<file path="config.mk">
export PLATFORM = sky130hd
export DESIGN_NAME = mem_access_stage_flat
export DESIGN_NICKNAME = d
export VERILOG_FILES = /design/src/rtl/mem_access_stage_if.sv /design/src/rtl/mem_access_stage.sv /design/src/flat_wrapper.sv
export SDC_FILE = /design/constraint.sdc
export NUM_CORES = 1
export LEC_CHECK = 0
export BUFFER_PORTS_ARGS = -buffer_cell sky130_fd_sc_hd__buf_2
export CAP_MARGIN = 20
export CORE_ASPECT_RATIO = 1.5
export CORE_MARGIN = 2
export CORE_UTILIZATION = 44
export CTS_CLUSTER_DIAMETER = 100
export CTS_CLUSTER_SIZE = 12
export DETAILED_ROUTE_END_ITERATION = 10
export PLACE_DENSITY = 0.88
export SYNTH_ARGS = -nofsm -noshare
export SYNTH_HDL_FRONTEND = slang
export SYNTH_SLANG_ARGS = --single-unit
</file>
<file path="constraint.sdc">
create_clock -name clk -period 1.4 [get_ports clk]
set_input_delay 0.14 -clock clk [delete_from_list [all_inputs] [get_ports clk]]
set_output_delay 0.14 -clock clk [all_outputs]
set_load 0.01 [all_outputs]
</file>
<file path="src/rtl/mem_access_stage_if.sv">
// Data-memory port of the MEM stage: registered request side, returned read data and completion.
interface mem_access_stage_if #(
    parameter int ADDR_W = 32,
    parameter int DATA_W = 32
);
    logic              dm_req;
    logic              dm_we;
    logic [ADDR_W-1:0] dm_addr;
    logic [DATA_W-1:0] dm_wdata;
    logic [3:0]        dm_be;
    logic [DATA_W-1:0] dm_rdata;
    logic              dm_ready;

    modport master (
        output dm_req, dm_we, dm_addr, dm_wdata, dm_be,
        input  dm_rdata, dm_ready
    );

    modport slave (
        input  dm_req, dm_we, dm_addr, dm_wdata, dm_be,
        output dm_rdata, dm_ready
    );
endinterface

</file>
<file path="src/rtl/mem_access_stage.sv">
// MEM pipeline stage: issues byte/word data-memory accesses, stalls upstream while one is
// outstanding, aborts after TIMEOUT silent cycles, and registers the MEM/WB entry.
module mem_access_stage #(
    parameter int ADDR_W  = 32,
    parameter int DATA_W  = 32,
    parameter int REG_W   = 4,
    parameter int TIMEOUT = 16
) (
    input  logic              clk,
    input  logic              reset,
    input  logic              id_load,
    input  logic              id_mem_write,
    input  logic              id_mem_size,
    input  logic              id_mem_enable,
    input  logic              rf_enable,
    input  logic [ADDR_W-1:0] ex_result,
    input  logic [DATA_W-1:0] ex_store_data,
    input  logic [REG_W-1:0]  ex_rd,
    output logic              mem_stall,
    mem_access_stage_if.master dm,
    output logic              wb_valid,
    output logic              wb_rf_enable,
    output logic [REG_W-1:0]  wb_rd,
    output logic [DATA_W-1:0] wb_data,
    output logic              mem_align_err,
    output logic              mem_bus_err
);
    localparam int CNT_W = $clog2(TIMEOUT);
    localparam logic [CNT_W-1:0] CNT_MAX = CNT_W'(TIMEOUT - 1);

    typedef enum logic {IDLE, ACCESS} state_t;

    state_t            r_state, w_next;
    logic [CNT_W-1:0]  r_cnt;
    logic              r_store, r_byte, r_align, r_rf_en;
    logic [1:0]        r_lane;
    logic [REG_W-1:0]  r_rd;
    logic [ADDR_W-1:0] r_result;

    logic              r_dm_req, r_dm_we;
    logic [ADDR_W-1:0] r_dm_addr;
    logic [DATA_W-1:0] r_dm_wdata;
    logic [3:0]        r_dm_be;

    logic              r_wb_valid, r_wb_rf;
    logic [REG_W-1:0]  r_wb_rd;
    logic [DATA_W-1:0] r_wb_data;
    logic              r_align_err, r_bus_err;

    logic              w_store;
    logic [1:0]        w_lane;
    logic [3:0]        w_be;
    logic [DATA_W-1:0] w_wdata;
    logic [7:0]        w_rbyte;
    logic [DATA_W-1:0] w_load_data;
    logic              w_expired;

    // A write wins over a simultaneous load flag; anything that is not a write is a read.
    always_comb begin
        w_store = 1'b0;
        case ({id_mem_write, id_load})
            2'b10, 2'b11: w_store = 1'b1;
            2'b01:        w_store = 1'b0;
            default:      w_store = 1'b0;
        endcase
    end

    assign w_lane      = ex_result[1:0];
    assign w_be        = id_mem_size ? (4'b0001 << w_lane) : 4'b1111;
    assign w_wdata     = id_mem_size ? {4{ex_store_data[7:0]}} : ex_store_data;
    assign w_rbyte     = dm.dm_rdata[{r_lane, 3'b000} +: 8];
    assign w_load_data = r_byte ? {{(DATA_W-8){1'b0}}, w_rbyte} : dm.dm_rdata;
    assign w_expired   = (r_cnt == CNT_MAX);

    always_ff @(posedge clk) begin
        if (!reset) r_state <= IDLE;
        else        r_state <= w_next;
    end

    // The expiring cycle releases the stall so the failed instruction leaves EX/MEM.
    always_comb begin
        w_next    = r_state;
        mem_stall = 1'b0;
        case (r_state)
            IDLE: begin
                mem_stall = id_mem_enable;
                if (id_mem_enable) w_next = ACCESS;
            end
            ACCESS: begin
                mem_stall = !dm.dm_ready && !w_expired;
                if (dm.dm_ready || w_expired) w_next = IDLE;
            end
            default: w_next = IDLE;
        endcase
        if (!reset) mem_stall = 1'b0;
    end

    always_ff @(posedge clk) begin
        if (!reset) begin
            r_cnt       <= '0;
            r_store     <= 1'b0;
            r_byte      <= 1'b0;
            r_align     <= 1'b0;
            r_rf_en     <= 1'b0;
            r_lane      <= 2'b00;
            r_rd        <= '0;
            r_result    <= '0;
            r_dm_req    <= 1'b0;
            r_dm_we     <= 1'b0;
            r_dm_addr   <= '0;
            r_dm_wdata  <= '0;
            r_dm_be     <= 4'b0000;
            r_wb_valid  <= 1'b0;
            r_wb_rf     <= 1'b0;
            r_wb_rd     <= '0;
            r_wb_data   <= '0;
            r_align_err <= 1'b0;
            r_bus_err   <= 1'b0;
        end else begin
            r_align_err <= 1'b0;
            r_bus_err   <= 1'b0;
            case (r_state)
                IDLE: begin
                    r_cnt <= '0;
                    if (id_mem_enable) begin
                        r_store    <= w_store;
                        r_byte     <= id_mem_size;
                        r_align    <= !id_mem_size && (w_lane != 2'b00);
                        r_rf_en    <= rf_enable;
                        r_lane     <= w_lane;
                        r_rd       <= ex_rd;
                        r_result   <= ex_result;
                        r_dm_req   <= 1'b1;
                        r_dm_we    <= w_store;
                        r_dm_addr  <= {ex_result[ADDR_W-1:2], 2'b00};
                        r_dm_wdata <= w_wdata;
                        r_dm_be    <= w_be;
                        r_wb_valid <= 1'b0;
                        r_wb_rf    <= 1'b0;
                    end else begin
                        r_wb_valid <= 1'b1;
                        r_wb_rf    <= rf_enable;
                        r_wb_rd    <= ex_rd;
                        r_wb_data  <= DATA_W'(ex_result);
                    end
                end
                ACCESS: begin
                    if (dm.dm_ready) begin
                        r_dm_req    <= 1'b0;
                        r_wb_valid  <= 1'b1;
                        r_wb_rf     <= r_rf_en;
                        r_wb_rd     <= r_rd;
                        r_wb_data   <= r_store ? DATA_W'(r_result) : w_load_data;
                        r_align_err <= r_align;
                    end else if (w_expired) begin
                        r_dm_req   <= 1'b0;
                        r_wb_valid <= 1'b0;
                        r_wb_rf    <= 1'b0;
                        r_bus_err  <= 1'b1;
                    end else begin
                        r_cnt      <= r_cnt + 1'b1;
                        r_wb_valid <= 1'b0;
                        r_wb_rf    <= 1'b0;
                    end
                end
                default: r_cnt <= '0;
            endcase
        end
    end

    assign dm.dm_req     = r_dm_req;
    assign dm.dm_we      = r_dm_we;
    assign dm.dm_addr    = r_dm_addr;
    assign dm.dm_wdata   = r_dm_wdata;
    assign dm.dm_be      = r_dm_be;
    assign wb_valid      = r_wb_valid;
    assign wb_rf_enable  = r_wb_rf;
    assign wb_rd         = r_wb_rd;
    assign wb_data       = r_wb_data;
    assign mem_align_err = r_align_err;
    assign mem_bus_err   = r_bus_err;
endmodule

</file>
<file path="src/flat_wrapper.sv">
// flat-port wrapper written by rule: the top's interface ports become plain ports
module mem_access_stage_flat 
#(
    parameter int ADDR_W  = 32,
    parameter int DATA_W  = 32,
    parameter int REG_W   = 4,
    parameter int TIMEOUT = 16
)
  (clk, reset, id_load, id_mem_write, id_mem_size, id_mem_enable, rf_enable, ex_result, ex_store_data, ex_rd, mem_stall, wb_valid, wb_rf_enable, wb_rd, wb_data, mem_align_err, mem_bus_err, dm_dm_req, dm_dm_we, dm_dm_addr, dm_dm_wdata, dm_dm_be, dm_dm_rdata, dm_dm_ready);
  mem_access_stage_if #(.ADDR_W(ADDR_W), .DATA_W(DATA_W)) dm_i ();
  input  logic clk;
  input  logic reset;
  input  logic id_load;
  input  logic id_mem_write;
  input  logic id_mem_size;
  input  logic id_mem_enable;
  input  logic rf_enable;
  input  logic [ADDR_W-1:0] ex_result;
  input  logic [DATA_W-1:0] ex_store_data;
  input  logic [REG_W-1:0] ex_rd;
  output logic mem_stall;
  output logic wb_valid;
  output logic wb_rf_enable;
  output logic [REG_W-1:0] wb_rd;
  output logic [DATA_W-1:0] wb_data;
  output logic mem_align_err;
  output logic mem_bus_err;
  output wire logic [$bits(dm_i.dm_req)-1:0] dm_dm_req;
  output wire logic [$bits(dm_i.dm_we)-1:0] dm_dm_we;
  output wire logic [$bits(dm_i.dm_addr)-1:0] dm_dm_addr;
  output wire logic [$bits(dm_i.dm_wdata)-1:0] dm_dm_wdata;
  output wire logic [$bits(dm_i.dm_be)-1:0] dm_dm_be;
  input wire logic [$bits(dm_i.dm_rdata)-1:0] dm_dm_rdata;
  input wire logic [$bits(dm_i.dm_ready)-1:0] dm_dm_ready;
  assign dm_dm_req = dm_i.dm_req;
  assign dm_dm_we = dm_i.dm_we;
  assign dm_dm_addr = dm_i.dm_addr;
  assign dm_dm_wdata = dm_i.dm_wdata;
  assign dm_dm_be = dm_i.dm_be;
  assign dm_i.dm_rdata = dm_dm_rdata;
  assign dm_i.dm_ready = dm_dm_ready;
  mem_access_stage #(.ADDR_W(ADDR_W), .DATA_W(DATA_W), .REG_W(REG_W), .TIMEOUT(TIMEOUT)) u_core (.clk(clk), .reset(reset), .id_load(id_load), .id_mem_write(id_mem_write), .id_mem_size(id_mem_size), .id_mem_enable(id_mem_enable), .rf_enable(rf_enable), .ex_result(ex_result), .ex_store_data(ex_store_data), .ex_rd(ex_rd), .mem_stall(mem_stall), .dm(dm_i), .wb_valid(wb_valid), .wb_rf_enable(wb_rf_enable), .wb_rd(wb_rd), .wb_data(wb_data), .mem_align_err(mem_align_err), .mem_bus_err(mem_bus_err));
endmodule
</file>
* After elaboration in Yosys (flattened, before gate mapping) *
Cells that the tools add are included.

storage, ports and cells
  flip-flop bits (word level) = 154
  input bits = 108
  output and inout bits = 111
  word-level logic and storage cells = 77

operators by class
  add/sub/neg operators = 1
  equality and inequality tests = 9
  shift operators = 2
  multiplexer cells = 30
  bitwise gates (word level) = 2
  reduce and logical (&&, ||, !) cells = 14

operator list
  kind                                             count
  two-way mux 32 bit                               5
  case mux 32 bit (2 select lines)                 1
  variable part select 32 x 6 -> 8 bit             1
  two-way mux 4 bit                                5
  case mux 4 bit (2 select lines)                  2
  two-way mux 1 bit                                12
  inequality test 2 bit, second input constant     5
  case mux 1 bit (2 select lines)                  5
  AND reduction 2 bit                              4
  adder 4 x 1 -> 4 bit, second input constant      1
  == test 2 bit, second input constant             2
  == test 4 bit, second input constant             1
  left shift 1 x 2 -> 4 bit, first input constant  1
  logical NOT 1 bit                                3
  inequality test 3 bit, second input constant     1
  AND reduction 3 bit                              1
  OR reduction 3 bit                               1
  logical AND 1 bit                                2
  NOT 1 bit                                        2
  nonzero test 2 bit                               1
  OR reduction 2 bit                               1
  logical OR 1 bit                                 1

* Depth between registers and ports, before layout *
  word-level depth = 5
  mapped depth = 7
  depth with buffers taken out = 5

* Worst setup path before layout *
Ideal clock, no wire load.

  kind = reg-to-output
  start = reg u_core.r_cnt[0]
  end = out mem_stall
  data arrival time = 1.286 ns
  required time = 1.260 ns
  setup slack = -0.026 ns
  cell stages (with the launch flop) = 5
  path buffers = 0
  path through = dfxtp_1 -> ha_1 -> a31oi_1 -> a21oi_1 -> nor2b_1

on the way
  cells in the longest elaborated chain, start to end = 5

RTL lines
  element                          line                     text
  from (decl)                      mem_access_stage.sv:34   logic [CNT_W-1:0] r_cnt;
  from (signal assigned)           mem_access_stage.sv:161  r_cnt <= r_cnt + 1'b1;
  == test 4 bit                    mem_access_stage.sv:73   assign w_expired = (r_cnt == CNT_MAX);
  logical NOT 1 bit                mem_access_stage.sv:90   mem_stall = !dm.dm_ready && !w_expired;
  logical AND 1 bit                mem_access_stage.sv:90
  case mux 1 bit (2 select lines)  mem_access_stage.sv:84   case (r_state)
  two-way mux 1 bit                mem_access_stage.sv:95   if (!reset) mem_stall = 1'b0;
  to (decl)                        flat_wrapper.sv:21       output logic mem_stall;

No other way between the ends.

* Worst setup path after layout *
  start = reg u_core.r_state
  end = reg u_core.r_wb_data[19] (netlist: u_core.wb_data[19])

on the way
  cells in the longest elaborated chain, start to end = 3
  elaborated cells on any way between the ends = 5
  classes of those cells = 2 x eq/ne; 1 x mux; 1 x bitwise; 1 x reduce/logical

RTL lines
  element                                 line                     text
  from (decl)                             mem_access_stage.sv:33   state_t r_state, w_next;
  from (signal assigned)                  mem_access_stage.sv:77   else r_state <= w_next;
  NOT 1 bit (no source line)              --
  inequality test 2 bit (no source line)  --
  AND reduction 2 bit (no source line)    --
  to (signal assigned)                    mem_access_stage.sv:144  r_wb_data <= DATA_W'(ex_result);
  to (signal assigned)                    mem_access_stage.sv:153  r_wb_data <= r_store ? DATA_W'(r_result) : w_load_data;
  to (decl)                               mem_access_stage.sv:47   logic [DATA_W-1:0] r_wb_data;

Several ways; a longest one is shown, not always the timed one.
A chain may end at the register's enable or synchronous reset.

==> impl_metrics.toml <==
[cells_and_area]
fillers = 854
utilization = 0.696
area_delta_synth_final_pct = 54.0
num-nets-final = 1055
drive_gt1_frac = 0.351

[synthesis]
ys_seq_elements = 122
avgSynthCellArea_sq_um = 8.25
ys_types = 35
synthTopCellsByCount = "151 x nand2_1, 122 x dfxtp_1, 63 x nor2_1"
netlist_area_sq_um = 5430
ys_top_cells_by_area = "dfxtp_1 45%, nand2_1 10%, a21boi_0 6.5%, o21ai_0 4.9%, nor2_1 4.4%"
synth_most_common_cell = "nand2_1"
synthMuxAreaShare = 0.0424
synth_top_area_frac = 0.450
synth_top_area_cell = "dfxtp_1"
synth_edf_count = 0
synthArstFlopShare = 0
synth_top_family_by_area = "compound AO/OA/AOI/OAI gates"
yosys_warnings = 0
synth_ff_type = "dfxtp_1"
syn_inst = 658
synth-compound-area-share = 0.277
synthXorXnorAreaFrac = 0.00484
synth-simple-area-share = 0.169
seq_area_frac_synth = 0.450
synthAdderAreaFrac = 0.00230

[sta]
max_freq_mhz = 644
period_share = 1.11
worst_slack_ps = -152
slew_viol_final = 0
skew_ps = 9.41
period_needed_ps = 1550
finalSetupViolCount = 28
rsz0062_at_grt = "yes"
hold_viol = 0
setup_tns_ps = -2500

[clock_tree]
cts_tree = "yes"
htreeDepth = 4
clock_sinks = 122
path_clk_slew_ps = 60
cts_root_buffer = "clkbuf_16"
cts_buffers = 17
clock_latency_ps = 420
clk_path_buf_depth = 2

[floorplan]
die_h_um = 140
rows = 49
die_w_um = 94.7
dieArea_sq_um = 13300
io_pins = 219
coreArea_sq_um = 12000
initial_core_util = 0.452

[worst_setup_path]
slowest_delay_ps = 340
cp.arrival_ps = 1850
crit_top_cell = "buf_4"
rrSetupSlack_ps = -150
path_buf_inv = 4
cp.required_ps = 1700
cp_top_family = "buffers and inverters"
cp-start-kind = "flop"
cp_slowest_cell = "dfxtp_4"
startpoint = "u_core.r_state"
end_kind = "flop"
cp_max_fo = 8
crit_chain = "buf_4 > or2_1 > and2_4 > buf_12 > buf_6 > buf_4 > nand2_1 > a21boi_1"
rr_startpoint = "u_core.r_state"
critPathKind = "flop to flop"

[global_route]
antenna_found_initial = 2
grt_max_degree = 71
first_global_vias = 6079
grt_pass1_wl_um = 30500
grt_usage = 0.297
overflow = 0

[detailed_routing]
firstDrtPassIters = 6
route.detailed.wl_per_inst_um = 18.9
ant_nets = 0
num_vias = 6350
vias_per_cell = 5.70
drc = 0
drt_iter0_drc = 574
drt_wl_total_um = 21100

[pwr]
power_density_nw_per_um2 = 1180
ir_drop_mv = 0.870
power.leakage_nw = 3.84

[hold_path]
hp-start = "ex_store_data[10]"
hp-class = "primary input to flop"

[status]
violations = "negative setup slack"
status = "finished, violations left"

[placement]
place_hpwl_um = 12300
routabilityCongestion = 0.891
portBuffers = 215

[job]
drv_cap = 0
==> worst min-delay path, delay by kind of cell <==
family,cells,cell delay [ps]
AO/OA/AOI/OAI,1,60
buffers and inverters,1,80
AND/OR/NAND/NOR,1,110
==> layout make-up <==
cell class                 instances  area (sq um)  share of cell area
tap                              153           191              0.0229
timing repair buffer             327          2340               0.280
clock inverter                    14           100              0.0120
antenna                            3          7.51            0.000898
clock buffer                      18           439              0.0525
sequential                       122          2450               0.293
inverter                           2          7.51            0.000898
multi-input combinational        476          2820               0.337
==> path summary, 6_finish.rpt <==
path                       endpoint  cells past startpoint
max reg2reg      u_core.wb_data[19]                      8
min reg2reg    u_core.mem_align_err                      2
max              u_core.wb_data[19]                      8
min          u_core.dm.dm_wdata[10]                      3
==> flip-flops by register name, indices dropped and copies added (netlist names), 4 cells and up <==
name,flops
u_core.dm.dm_be,4
u_core.dm.dm_wdata,32
u_core.r_cnt,4
u_core.r_rd,4
u_core.r_result,31
u_core.wb_data,32
u_core.wb_rd,4
==> stage by stage <==
stage | setup WS (ps) | power, W | instances | hold slack (ps) | instance area, sq um
6_report | -152 | 0.00989 | 1115 | 11.9 | 8360
5_1_grt | -212 | 0.0102 | 1114 | 10.2 | 8360
4_1_cts | -137 | 0.00968 | 1100 | 0.623 | 8090
3_5_place_dp | 2.71 | 0.00557 | 997 | 397 | 6790
3_3_place_gp | 16.5 | 0.00554 | 997 | 385 | 6790
2_1_floorplan | 42.5 | 0.00483 | 659 | 218 | 5450
==> layout by cell type, fill, tap and decap left out, drive strengths merged, types with 2 or more instances in the layout <==
master       netlist  layout
inv                1       2
nand2b             4       4
diode              0       3
a21oi             37      37
xor2               2       2
mux4               8       8
a31oi              4       4
o211a              4       4
clkinv             1       8
o21ai             53      53
clkinvlp           0       6
buf               28     259
o211ai             8       8
a22oi             25      25
nand2            151     151
dlygate4sd3        0      63
a21boi            71      71
conb               1       2
mux2i              5       5
dfxtp            122     122
a211o             24      24
nor2b              5       5
and2               2       2
nor2              64      64
clkbuf            31      22
==> where the power goes <==
group	total, W	switching, W	internal, W
clock network	0.00397	0.00167	0.00230
registers	0.00389	0.000156	0.00373
logic	0.00203	0.00107	0.000963
==> cell families (layout without fill, tap and decap cells) <==
logic type	count (synthesis)	count (layout)
AND/OR/NAND/NOR	231	231
AO/OA/AOI/OAI	226	226
flip-flops	122	122
buffers and inverters	61	361
multiplexers	13	13
XOR/XNOR	3	3
adder cells (fa/ha/maj)	1	1
other	1	5
==> layer usage <==
layer / track usage / vias up / part of all wire
met5: 0 / - / 0
met4: 0.213 / 0 / 0.070
met3: 0.0823 / 115 / 0.087
met2: 0.479 / 412 / 0.49
met1: 0.331 / 2967 / 0.36
li1: - / 2856 / -
==> what timing repair did <==
action,CTS,global route
buffers inserted,7,7
hold buffers,63,0
pin swaps,28,5
endpoints found under the hold margin,63,0
gates cloned,1,5
endpoints found under the setup margin,2,91
resized for setup,11,36
No activity file was read; power rests on OpenSTA's default activity.
